===== config.mk =====
export PLATFORM = sky130hd
export DESIGN_NAME = i2c_target_regs
export DESIGN_NICKNAME = d
export VERILOG_FILES = /design/src/rtl/i2c_target_regs_pkg.sv /design/src/rtl/i2c_sync_edge.sv /design/src/rtl/i2c_target_regs.sv
export SDC_FILE = /design/constraint.sdc
export NUM_CORES = 1
export LEC_CHECK = 0
export BUFFER_PORTS_ARGS = -buffer_cell sky130_fd_sc_hd__clkbuf_2
export CAP_MARGIN = 20
export CORE_MARGIN = 2
export CORE_UTILIZATION = 30
export DETAILED_ROUTE_END_ITERATION = 8
export PLACE_DENSITY = 0.45
export SYNTH_ARGS = -nofsm -noshare
export SYNTH_HDL_FRONTEND = slang
export SYNTH_SLANG_ARGS = --single-unit

===== constraint.sdc =====
create_clock -name PCLK -period 3.8 [get_ports PCLK]
set_input_delay 0.76 -clock PCLK [delete_from_list [all_inputs] [get_ports PCLK]]
set_output_delay 0.76 -clock PCLK [all_outputs]
set_load 0.1 [all_outputs]

===== src/rtl/i2c_target_regs_pkg.sv =====
// Shared types and constants for the I2C target: FSM states, bus-level bit meanings, bus events.
package i2c_target_regs_pkg;

   typedef enum logic [3:0] {
      ST_IDLE      = 4'd0,
      ST_ADDR      = 4'd1,
      ST_ADDR_ACK  = 4'd2,
      ST_PTR       = 4'd3,
      ST_PTR_ACK   = 4'd4,
      ST_WDATA     = 4'd5,
      ST_WDATA_ACK = 4'd6,
      ST_RDATA     = 4'd7,
      ST_RDATA_ACK = 4'd8
   } i2c_state_e;

   localparam logic I2C_ACK     = 1'b0;
   localparam logic I2C_NACK    = 1'b1;
   localparam logic I2C_RW_READ = 1'b1;

   typedef struct packed {
      logic scl_rise;
      logic scl_fall;
      logic start;
      logic stop;
   } bus_evt_t;

endpackage


===== src/rtl/i2c_sync_edge.sv =====
// Pad synchronizer for SCL/SDA plus SCL edge and START/STOP detection; shared with the controller.
module i2c_sync_edge
   import i2c_target_regs_pkg::*;
#(
   parameter int SYNC_STAGES = 2
) (
   input  logic     PCLK,
   input  logic     PRESETn,
   input  logic     scl_pad,
   input  logic     sda_pad,
   output logic     sda_s,
   output bus_evt_t evt
);

   logic [SYNC_STAGES-1:0] scl_pipe;
   logic [SYNC_STAGES-1:0] sda_pipe;
   logic                   scl_s;
   logic                   scl_q;
   logic                   sda_q;

   // Flops reset high so an idle bus never looks like an edge when reset lifts.
   always_ff @(posedge PCLK) begin
      if (!PRESETn) begin
         scl_pipe <= '1;
         sda_pipe <= '1;
         scl_q    <= 1'b1;
         sda_q    <= 1'b1;
      end else begin
         scl_pipe <= {scl_pipe[SYNC_STAGES-2:0], scl_pad};
         sda_pipe <= {sda_pipe[SYNC_STAGES-2:0], sda_pad};
         scl_q    <= scl_s;
         sda_q    <= sda_s;
      end
   end

   assign scl_s = scl_pipe[SYNC_STAGES-1];
   assign sda_s = sda_pipe[SYNC_STAGES-1];

   assign evt.scl_rise = scl_s & ~scl_q;
   assign evt.scl_fall = ~scl_s & scl_q;
   assign evt.start    = scl_s & sda_q & ~sda_s;
   assign evt.stop     = scl_s & ~sda_q & sda_s;

endmodule


===== src/rtl/i2c_target_regs.sv =====
// I2C target with a DEPTH-byte register file: pointer-then-data writes, streaming reads from the pointer.
module i2c_target_regs
   import i2c_target_regs_pkg::*;
#(
   parameter  int DEPTH       = 16,
   parameter  int SYNC_STAGES = 2,
   localparam int IW          = $clog2(DEPTH)
) (
   input  logic          PCLK,
   input  logic          PRESETn,
   input  logic          i_scl_in,
   input  logic          i_sda_in,
   output logic          o_sda_out,
   output logic          o_sda_oe,
   input  logic [6:0]    i_own_addr,
   input  logic          i_en,
   output logic          o_wr_pulse,
   output logic [IW-1:0] o_wr_idx,
   output logic [7:0]    o_wr_data,
   input  logic [IW-1:0] i_host_idx,
   output logic [7:0]    o_host_data,
   output logic          o_busy,
   output logic          o_stop_evt
);

   logic                  sda_s;
   bus_evt_t              evt;

   i2c_state_e            state, state_n;
   logic [7:0]            shift, shift_n;
   logic [2:0]            bitcnt, bitcnt_n;
   logic [IW-1:0]         ptr, ptr_n;
   logic                  oe, oe_n;
   logic                  rw, rw_n;
   logic                  ack_pend, ack_pend_n;
   logic                  wr_en;
   logic                  stop_n;
   logic [7:0]            rx_byte;
   logic                  last_bit;
   logic [DEPTH-1:0][7:0] regfile;

   i2c_sync_edge #(.SYNC_STAGES(SYNC_STAGES)) u_sync (
      .PCLK    (PCLK),
      .PRESETn (PRESETn),
      .scl_pad (i_scl_in),
      .sda_pad (i_sda_in),
      .sda_s   (sda_s),
      .evt     (evt)
   );

   assign rx_byte  = {shift[6:0], sda_s};
   assign last_bit = (bitcnt == 3'd7);

   always_ff @(posedge PCLK) begin
      if (!PRESETn) begin
         state      <= ST_IDLE;
         shift      <= '0;
         bitcnt     <= '0;
         ptr        <= '0;
         oe         <= 1'b0;
         rw         <= 1'b0;
         ack_pend   <= 1'b0;
         regfile    <= '0;
         o_wr_pulse <= 1'b0;
         o_wr_idx   <= '0;
         o_wr_data  <= '0;
         o_stop_evt <= 1'b0;
      end else begin
         state      <= state_n;
         shift      <= shift_n;
         bitcnt     <= bitcnt_n;
         ptr        <= ptr_n;
         oe         <= oe_n;
         rw         <= rw_n;
         ack_pend   <= ack_pend_n;
         o_wr_pulse <= wr_en;
         o_stop_evt <= stop_n;
         if (wr_en) begin
            regfile[ptr] <= rx_byte;
            o_wr_idx     <= ptr;
            o_wr_data    <= rx_byte;
         end
      end
   end

   // ack_pend marks "8th bit taken, drive ACK (or next byte) on the coming SCL fall".
   always_comb begin
      state_n    = state;
      shift_n    = shift;
      bitcnt_n   = bitcnt;
      ptr_n      = ptr;
      oe_n       = oe;
      rw_n       = rw;
      ack_pend_n = ack_pend;
      wr_en      = 1'b0;
      stop_n     = 1'b0;

      if (evt.stop) begin
         state_n    = ST_IDLE;
         oe_n       = 1'b0;
         ack_pend_n = 1'b0;
         stop_n     = 1'b1;
      end else if (evt.start) begin
         state_n    = ST_ADDR;
         bitcnt_n   = '0;
         oe_n       = 1'b0;
         ack_pend_n = 1'b0;
      end else begin
         case (state)
            ST_ADDR, ST_PTR, ST_WDATA: begin
               if (evt.scl_rise && !ack_pend) begin
                  shift_n  = rx_byte;
                  bitcnt_n = bitcnt + 3'd1;
                  if (last_bit) begin
                     ack_pend_n = 1'b1;
                     if (state == ST_ADDR) begin
                        rw_n = rx_byte[0];
                        if (!(i_en && rx_byte[7:1] == i_own_addr)) begin
                           state_n    = ST_IDLE;
                           ack_pend_n = 1'b0;
                        end
                     end else if (state == ST_PTR) begin
                        ptr_n = rx_byte[IW-1:0];
                     end else begin
                        wr_en = 1'b1;
                        ptr_n = ptr + 1'b1;
                     end
                  end
               end else if (evt.scl_fall && ack_pend) begin
                  ack_pend_n = 1'b0;
                  oe_n       = ~I2C_ACK;
                  state_n    = (state == ST_ADDR) ? ST_ADDR_ACK :
                               (state == ST_PTR)  ? ST_PTR_ACK  : ST_WDATA_ACK;
               end
            end
            ST_ADDR_ACK: begin
               if (evt.scl_fall) begin
                  bitcnt_n = '0;
                  if (rw == I2C_RW_READ) begin
                     state_n = ST_RDATA;
                     shift_n = regfile[ptr];
                     oe_n    = ~regfile[ptr][7];
                  end else begin
                     state_n = ST_PTR;
                     oe_n    = 1'b0;
                  end
               end
            end
            ST_PTR_ACK, ST_WDATA_ACK: begin
               if (evt.scl_fall) begin
                  state_n  = ST_WDATA;
                  oe_n     = 1'b0;
                  bitcnt_n = '0;
               end
            end
            ST_RDATA: begin
               if (evt.scl_fall) begin
                  if (last_bit) begin
                     state_n  = ST_RDATA_ACK;
                     oe_n     = 1'b0;
                     bitcnt_n = '0;
                  end else begin
                     shift_n  = shift << 1;
                     oe_n     = ~shift_n[7];
                     bitcnt_n = bitcnt + 3'd1;
                  end
               end
            end
            ST_RDATA_ACK: begin
               if (evt.scl_rise && !ack_pend) begin
                  if (sda_s == I2C_NACK) begin
                     state_n = ST_IDLE;
                     oe_n    = 1'b0;
                  end else begin
                     ptr_n      = ptr + 1'b1;
                     ack_pend_n = 1'b1;
                  end
               end else if (evt.scl_fall && ack_pend) begin
                  ack_pend_n = 1'b0;
                  state_n    = ST_RDATA;
                  shift_n    = regfile[ptr];
                  oe_n       = ~regfile[ptr][7];
                  bitcnt_n   = '0;
               end
            end
            default: ;
         endcase
      end
   end

   assign o_sda_out   = 1'b0;
   assign o_sda_oe    = oe;
   assign o_busy      = (state != ST_IDLE);
   assign o_host_data = regfile[i_host_idx];

endmodule


==> results.cfg, run 1 <==
[status]
status = finished clean

[drt]
wl_per_cell_um = 20.32
via_per_inst = 5.117
routed_wl_mm = 24.93
vias = 6278
first_pass_iters = 4
first_iter_violations = 448
drc = 0
ant_nets = 0

[power]
sw_frac_of_total = 0.3241
leakage_nw = 3.471
clkPwrFrac = 0.384
ir_drop_mv = 0.2997
power_frac_seq = 0.403
power_frac_comb = 0.213
p_int_mw = 3.167
p_switching_mw = 1.519
powerDensity_mw_per_mm2 = 463.4

[sta]
rsz0062_at_grt = no
fin_crit_sh = 0.8451
fmax_mhz = 311.4
fin_setup_tns_ns = 0
hold_viol = 0
slew_viol_final = 0
post-route-min-period_ns = 3.211
setup_viol = 0
clock_skew_ns = 0.01476
hold_slack_ns = 0.4030
worstMarginPinSlew_ns = 0.9659
slew_headroom = 0.3552
timing.final.ws_setup_ns = 0.5888

[yosys]
avgSynthCellArea_um2 = 10.69
ys_ff_latch = 169
netlist_instances = 827
yosys_warnings = 0
ys_types = 55
seq_area_frac_synth = 0.3826
syn-cell-area_mm2 = 0.008843
async_flop_share = 0
yosys_most_used_dff = dfxtp_1
synth_edf_count = 0
syn-num-nets = 849

[placement]
post_dp_cell_area_mm2 = 0.009507
gp_congestion = 0.7883
dp_hpwl_mm = 16.96
dpl_worst_slack_ns = 0.5788
io_buffers = 39

[global_routing]
overflow = 0
grt_pass1_wl_mm = 39.02
grt_max_degree = 63
antenna_found_initial = 0
grt_pass1_vias = 6349
track_usage = 0.1675

[min_path]
hold_start = u_sync.sda_pipe[0]
hold_path_end = u_sync.sda_pipe[1]
whs_path_depth = 1
hold_path.class = reg2reg

[setup_path]
path_buf_inv = 3
r2r_end = regfile[94]
crit_type = in2out
cp.required_ns = 3.04
crit_slowest_cell = mux4_2
crit_chain = clkbuf_2 > buf_12 > mux4_2 > mux4_2 > buf_12
worstRegToRegCells = 7
cp_max_fo = 32
cp.arrival_ns = 2.45
start_kind = primary input
endpoint_kind = output port
slowest_delay_ns = 0.55
cp_top_family = multiplexers
r2r_slack_ns = 0.60
r2r-start = u_sync.scl_pipe[1]

[clock_network]
tritoncts = built
cts_root_buffer = clkbuf_16
insertion_delay_ns = 0.44
htree_levels = 4
hold_buffers = 0
cts_setup_buffers = 0
cts_resized = 0
cts_buffers = 17
clkSinkCount = 169
clockBufferDepth = 2
clkSlewWorstSetupHoldPaths_ns = 0.07

[finish]
multi_input_area_mm2 = 0.005026
drive_gt1_frac = 0.2230
areaGrowthSynthToFinish_pct = 14.33
final_nets = 853
regArea_mm2 = 0.003386
n_fill_cell = 2940
antenna_cells = 0
design_area_mm2 = 0.01011

[floorplan]
fp.dieH_um = 175.7
fp.dieW_um = 175.7
core_mm2 = 0.02886
initial_core_util = 0.3065
ios = 41
dieArea_mm2 = 0.03087
std_cell_rows = 62

[job]
maxCapViolCount = 0
cell families after synthesis:
family	count (synthesis)	synth area share
buffers and inverters	94	0.05009
muxes	229	0.3724
other	1	0.0004240
DFF	169	0.3826
and+or+nand+nor	249	0.1279
adders and majority gates	6	0.008489
xor gates and xnor gates	9	0.008914
AOI/OAI and AO/OA	70	0.04924
worst max path at each step:
stage / start / endpoint / depth (start not counted)
6_report: i_host_idx[0] / o_host_data[1] / 5
5_1_grt: u_sync.scl_pipe[1] / regfile[105] / 6
4_1_cts: i_host_idx[0] / o_host_data[4] / 5
3_5_place_dp: i_host_idx[0] / o_host_data[4] / 5
3_3_place_gp: i_host_idx[0] / o_host_data[1] / 5
2_1_floorplan: i_host_idx[0] / o_host_data[0] / 4
layout by cell type, fill, tap and decap left out, types with 3 or more instances in the layout:
master / n
dfxtp_1: 167
clkbuf_2: 31
clkbuf_8: 3
ha_1: 6
nor2b_1: 6
and2_1: 4
nand2_1: 16
nor3_1: 7
o22ai_1: 4
nor2_1: 163
o21ai_1: 6
a211oi_1: 4
and3_1: 18
o21ai_0: 11
a21o_1: 3
xor2_1: 7
a21oi_1: 23
clkbuf_16: 17
buf_4: 26
buf_12: 11
nand2b_1: 12
inv_1: 8
clkinv_4: 3
mux4_2: 80
nand3_1: 8
mux2i_1: 149
power groups by stage:
stage / logic, mW / registers (mW) / clock network (mW)
floorplan: 0.713 / 1.94 / 0
global placement: 1.01 / 1.93 / 0
detailed placement: 1.01 / 1.93 / 0
CTS: 1.01 / 1.89 / 1.85
global route: 1.10 / 1.89 / 1.91
finish: 1.00 / 1.89 / 1.80
per-layer routing:
layer	wire length, µm	GRT usage	part of all wire
met1	12260	0.2332	0.49
met2	11600	0.2682	0.47
met3	555	0.02229	0.022
met4	512	0.05682	0.021
met5	0	0	0
Yosys cell counts, types with 2 or more instances:
| cell | count | area, µm² |
|---|---|---|
| buf_1 | 10 | 37.54 |
| nor2_1 | 163 | 611.8 |
| nor3_1 | 7 | 35.03 |
| inv_2 | 2 | 7.510 |
| a21o_1 | 3 | 22.52 |
| nand3_1 | 8 | 40.04 |
| a211oi_1 | 4 | 30.03 |
| buf_4 | 19 | 142.6 |
| o31ai_1 | 2 | 15.01 |
| inv_1 | 9 | 33.78 |
| a31oi_1 | 2 | 12.51 |
| o211ai_1 | 2 | 15.01 |
| mux2i_1 | 149 | 1491 |
| buf_2 | 9 | 45.04 |
| and3_1 | 18 | 112.6 |
| xnor2_1 | 2 | 17.52 |
| ha_1 | 6 | 75.07 |
| a21oi_1 | 23 | 115.1 |
| o22ai_1 | 4 | 25.02 |
| nor2b_1 | 6 | 37.54 |
| dfxtp_1 | 169 | 3383 |
| xor2_1 | 7 | 61.31 |
| or3b_1 | 2 | 17.52 |
| nand2_1 | 16 | 60.06 |
| a41oi_1 | 2 | 17.52 |
| nand2b_1 | 12 | 75.07 |
| o21ai_1 | 6 | 30.03 |
| mux4_2 | 80 | 1802 |
| a21boi_0 | 2 | 15.01 |
| or3_1 | 2 | 12.51 |
| and2_1 | 4 | 25.02 |
| clkbuf_1 | 44 | 165.2 |
| o21ai_0 | 11 | 55.05 |
metrics by stage:
step,util,cells,total power [mW]
floorplan,-,827,2.653
global placement,0.3294,1196,2.940
detailed placement,0.3294,1196,2.935
CTS,0.3504,1227,4.741
global route,0.3504,1227,4.905
finish,0.3504,1227,4.686
state kept, by name (all words and copies together), names as in the netlist, 2 cells and up:
signal,count
u_sync.scl_pipe,2
regfile,128
u_sync.sda_pipe,2
bitcnt,3
o_wr_data,8
state,4
shift,7
ptr,4
o_wr_idx,4
area by class of cell:
cell class / instances / area share
clock inverters: 10 / 0.01324
flip-flops and latches: 169 / 0.3349
well taps: 384 / 0.04752
clock buffers: 21 / 0.04653
inverters: 11 / 0.004331
repair buffers: 68 / 0.05643
multi-input cells: 564 / 0.4971
worst reg2reg max path, stage by stage, from the launching register on:
cell	delay (ns)
dfxtp_1	0.47
nor3b_4	0.50
nand2_1	0.23
nor4_4	0.72
and3_1	0.66
buf_4	0.26
mux2i_1	0.18
nor2_1	0.05
Power figures use the tool's default switching activity.
==> run 2: changes to the inputs <==
- ABC_AREA: default -> 1
- PLACE_DENSITY: 0.45 -> 0.46
- clock period: 3.8 -> 2.9 ns (I/O delays scaled with it)
==> results.cfg, run 2 <==
[status]
status = finished clean

[job]
maxCapViolCount = 0

[clock_network]
cts_setup_buffers = 0
tritoncts = built
cts_root_buffer = clkbuf_16
htree_levels = 4
cts_resized = 0
insertion_delay_ns = 0.45
clkSinkCount = 169
hold_buffers = 0
clockBufferDepth = 2
cts_buffers = 17
clkSlewWorstSetupHoldPaths_ns = 0.07

[yosys]
yosysTopAreaCellShare = 0.3543
yosysMostFrequentCell = nand2_1
yosys_warnings = 0
syn-cell-area_mm2 = 0.009548
synth_area_leaders = dfxtp_1, nand2_1, nor2_1
async_flop_share = 0
yosys_most_used_dff = dfxtp_1
synth_top_cell_by_area = dfxtp_1
seq_area_frac_synth = 0.3543
ys_types = 31
synth_edf_count = 0
synth_common_cells = nand2_1, nor2_1, o21ai_0
syn-num-nets = 1618
ys_ff_latch = 169
avgSynthCellArea_um2 = 5.982
netlist_instances = 1596

[setup_path]
worstRegToRegCells = 11
cp.required_ns = 2.32
r2r_end = shift[2]
r2r-start = ptr[0]
endpoint_kind = output port
cp.arrival_ns = 2.10
cp_max_fo = 33
start_kind = primary input
crit_type = in2out
r2r_slack_ns = 0.64

[sta]
rsz0062_at_grt = no
slew_headroom = 0.5364
fmax_mhz = 372.5
clock_skew_ns = 0.01518
post-route-min-period_ns = 2.685
slew_viol_final = 0
setup_viol = 0
fin_crit_sh = 0.9258
hold_viol = 0
worstMarginPinSlew_ns = 0.6955
fin_setup_tns_ns = 0

[power]
power_frac_comb = 0.360
power_frac_seq = 0.326
powerDensity_mw_per_mm2 = 705.3
p_int_mw = 4.488
clkPwrFrac = 0.314
leakage_nw = 5.306
ir_drop_mv = 0.4619
p_switching_mw = 3.160
sw_frac_of_total = 0.4132

[min_path]
hold_path.class = in2reg
hold_path_end = u_sync.sda_pipe[0]
whs_path_depth = 2
hold_start = i_sda_in

[finish]
areaGrowthSynthToFinish_pct = 13.58
final_nets = 1607
final_common_cell = nand2_1
mostFrequentLayoutCells = nand2_1, nor2_1, o21ai_0
drive_gt1_frac = 0.08766
regMostFlops = regfile
final_cells = 2000
largest_register_ffs = 128
reg_top3 = regfile: 128 flops, o_wr_data: 8 flops, shift: 7 flops
n_fill_cell = 3516

[global_routing]
grt_max_degree = 136
grt_pass1_wl_mm = 52.90
grt_pass1_vias = 9044
track_usage = 0.2086
antenna_found_initial = 0
overflow = 0

[drt]
via_per_inst = 4.903
first_pass_iters = 6
ant_nets = 0
routed_wl_mm = 34.31
wl_per_cell_um = 17.15
vias = 9806
drc = 0
first_iter_violations = 739

[floorplan]
fp.dieH_um = 182.4
initial_core_util = 0.3034
fp.dieW_um = 182.4
std_cell_rows = 65
ios = 41
dieArea_mm2 = 0.03327
core_mm2 = 0.03147

[placement]
dp.cells = 1968
io_buffers = 39
dp_hpwl_mm = 23.74
gp_congestion = 0.9346
run 2: worst max path at each step:
stage | startpoint | endpoint | slack [ns] | cells after the start
floorplan | i_host_idx[1] | o_host_data[3] | 0.05 | 6
global placement | i_host_idx[0] | o_host_data[1] | 0.33 | 7
detailed placement | i_host_idx[0] | o_host_data[5] | 0.27 | 8
CTS | i_host_idx[0] | o_host_data[5] | 0.27 | 8
global route | i_host_idx[0] | o_host_data[2] | 0.13 | 8
finish | i_host_idx[0] | o_host_data[5] | 0.22 | 8
run 2: area by class of cell:
cell class / instances / area (µm²) / share of cell area
multi-input cells: 1174 / 5196 / 0.4792
clock buffers: 18 / 439.2 / 0.04050
diodes: 1 / 2.502 / 0.0002308
clock inverters: 13 / 157.7 / 0.01454
inverters: 154 / 578.1 / 0.05331
well taps: 402 / 503.0 / 0.04638
flip-flops and latches: 169 / 3385 / 0.3121
repair buffers: 69 / 583.1 / 0.05377
run 2: kinds of logic (layout without fill, tap and decap cells):
kind of cell             Yosys count  after routing  share of synthesized area
AO/OA/AOI/OAI                    361            361                     0.1955
XOR/XNOR                           5              5                   0.004586
adder cells (fa/ha/maj)            6              6                   0.007862
buffers and inverters            253            254                     0.1018
flip-flops                       169            169                     0.3543
other                              1              2                  0.0003928
AND/OR/NAND/NOR                  801            801                     0.3355
run 2: through the flow:
stage / setup WS [ns] / total power [mW] / hold WS, ns / utilization / area [µm²]
2_1_floorplan: 0.05151 / 4.371 / 0.3925 / - / 9552
3_3_place_gp: 0.3251 / 5.267 / 0.3944 / 0.3255 / 10240
3_5_place_dp: 0.2748 / 5.271 / 0.4012 / 0.3255 / 10240
4_1_cts: 0.2701 / 7.682 / 0.3067 / 0.3445 / 10840
5_1_grt: 0.1291 / 8.098 / 0.3144 / 0.3445 / 10840
6_report: 0.2151 / 7.648 / 0.3221 / 0.3445 / 10840
run 2: routing by layer:
| metal | track usage | share of wire | wire, µm | vias to the layer above |
|---|---|---|---|---|
| met5 | 0 | 0 | 0 | - |
| met4 | 0.08097 | 0.031 | 1078 | 0 |
| met3 | 0.02934 | 0.039 | 1325 | 52 |
| met2 | 0.3548 | 0.48 | 16430 | 245 |
| met1 | 0.2672 | 0.45 | 15470 | 4509 |
| li1 | - | - | - | 5000 |
run 2: power groups by stage:
stage | combinational (mW) | sequential, mW | clock [mW]
finish | 2.75 | 2.49 | 2.40
global placement | 2.72 | 2.54 | 0
global route | 3.05 | 2.50 | 2.55
CTS | 2.74 | 2.49 | 2.46
floorplan | 1.83 | 2.54 | 0
detailed placement | 2.73 | 2.54 | 0
run 2: worst max-delay path, stage by stage:
cell and delay, ns:
buf_4 0.28, buf_12 0.22, a21oi_1 0.08, o21ai_0 0.08
o21ai_0 0.11, o221ai_1 0.36, nand2_1 0.17, buf_12 0.20
==> run 3: changes to the inputs <==
- ABC_AREA: 1 -> 0
- PLACE_DENSITY: 0.46 -> 0.45
- clock period: 2.9 -> 2.55 ns (I/O delays scaled with it)
==> results.cfg, run 3 (synthesized netlist as in run 1, its figures left out) <==
[status]
status = complete, but fails checks
violations = setup timing

[clock_network]
clockBufferDepth = 2
clkSinkCount = 169
cts_setup_buffers = 0
clkSlewWorstSetupHoldPaths_ns = 0.06
insertion_delay_ns = 0.44
hold_buffers = 0
cts_root_buffer = clkbuf_16
cts_buffers = 17
htree_levels = 4
tritoncts = built

[sta]
post-route-min-period_ns = 2.573
slew_headroom = 0.4460
slew_viol_final = 0
hold_viol = 0
hold_slack_ns = 0.2554
timing.final.ws_setup_ns = -0.02282
rsz0062_at_grt = yes
worstMarginPinSlew_ns = 0.8254
fmax_mhz = 388.7
fin_crit_sh = 1.009
clock_skew_ns = 0.01315
setup_viol = 5

[placement]
post_dp_cell_area_mm2 = 0.009925
io_buffers = 39
dpl_worst_slack_ns = -0.1313
dp.cells = 1230
dp_hpwl_mm = 17.73
gp_congestion = 0.8209

[min_path]
whs_path_depth = 2
hold_path.class = in2reg
hold_start = i_scl_in
hold_path_end = u_sync.scl_pipe[0]

[drt]
first_pass_iters = 4
drc = 0
first_iter_violations = 476
vias = 6487
via_per_inst = 5.128
ant_nets = 0
routed_wl_mm = 25.47
wl_per_cell_um = 20.14

[finish]
design_area_mm2 = 0.01066
final_nets = 890
multi_input_area_mm2 = 0.005026
drive_gt1_frac = 0.2565
reg_top3 = regfile: 128 flops, o_wr_data: 8 flops, shift: 7 flops
regMostFlops = regfile
n_fill_cell = 2914
largest_register_ffs = 128
final_cells = 1265
final_common_cell = dfxtp_1
regArea_mm2 = 0.003386
mostFrequentLayoutCells = dfxtp_1, nor2_1, mux2i_1
areaGrowthSynthToFinish_pct = 20.59
antenna_cells = 0

[setup_path]
start_kind = primary input
crit_type = in2out
cp_max_fo = 6
worstRegToRegCells = 6
cp.arrival_ns = 2.06
cp.required_ns = 2.04
r2r_slack_ns = 0.27
r2r_end = o_sda_oe
endpoint_kind = output port
r2r-start = ptr[0]

[floorplan]
dieArea_mm2 = 0.03087
std_cell_rows = 62
fp.dieW_um = 175.7
core_mm2 = 0.02886
fp.dieH_um = 175.7
ios = 41
initial_core_util = 0.3065

[global_routing]
antenna_found_initial = 0
grt_max_degree = 52
grt_pass1_wl_mm = 39.28
grt_pass1_vias = 6266
track_usage = 0.1704
overflow = 0

[job]
maxCapViolCount = 0

[power]
leakage_nw = 3.752
ir_drop_mv = 0.3991
total_power_mw = 7.162
powerDensity_mw_per_mm2 = 671.6
-- run 3: routing by layer --
layer | vias up | share of wire | track usage
met5 | - | 0 | 0
met4 | 0 | 0.010 | 0.04132
met3 | 17 | 0.032 | 0.02662
met2 | 142 | 0.48 | 0.2746
met1 | 3262 | 0.48 | 0.2398
li1 | 3066 | - | -
-- run 3: what timing repair did --
action | CTS | global route
cloned | 3 | 0
pin swaps | 0 | 0
resized for setup | 8 | 1
setup endpoints to repair | 8 | 8
-- run 3: worst max path at each step --
stage                     cells past startpoint        endpoint  slack [ns]     startpoint
after floorplan                               4  o_host_data[0]       0.003  i_host_idx[0]
after global placement                        5  o_host_data[1]       -0.14  i_host_idx[0]
after detailed placement                      5  o_host_data[1]       -0.13  i_host_idx[0]
after CTS                                     5  o_host_data[1]       -0.02  i_host_idx[0]
after global routing                          5  o_host_data[1]       -0.05  i_host_idx[0]
final                                         5  o_host_data[1]       -0.02  i_host_idx[0]
-- run 3: critical path: stages --
cell and delay, ns:
clkbuf_16 0.15, buf_12 0.14, mux4_2 0.50, mux4_2 0.53, buf_12 0.20
-- run 3: report_power, final --
part | switching, mW | internal, mW
clock network | 1.18 | 1.60
registers | 0.106 | 2.72
logic | 1.04 | 0.519
total | 2.32 | 4.84
-- run 3: metrics by stage --
step / setup TNS [ns] / utilization
6_report: -0.07597 / 0.3695
5_1_grt: -0.2647 / 0.3695
4_1_cts: -0.07664 / 0.3694
3_5_place_dp: -0.7952 / 0.3439
3_3_place_gp: -0.7500 / 0.3439
2_1_floorplan: 0 / -
-- run 3: layout make-up --
type,instances,area share
clock buffer,19,0.04153
clock inverter,13,0.01701
timing repair buffer,105,0.1035
multi-input combinational,564,0.4713
inverter,11,0.004107
tap,384,0.04505
sequential,169,0.3175
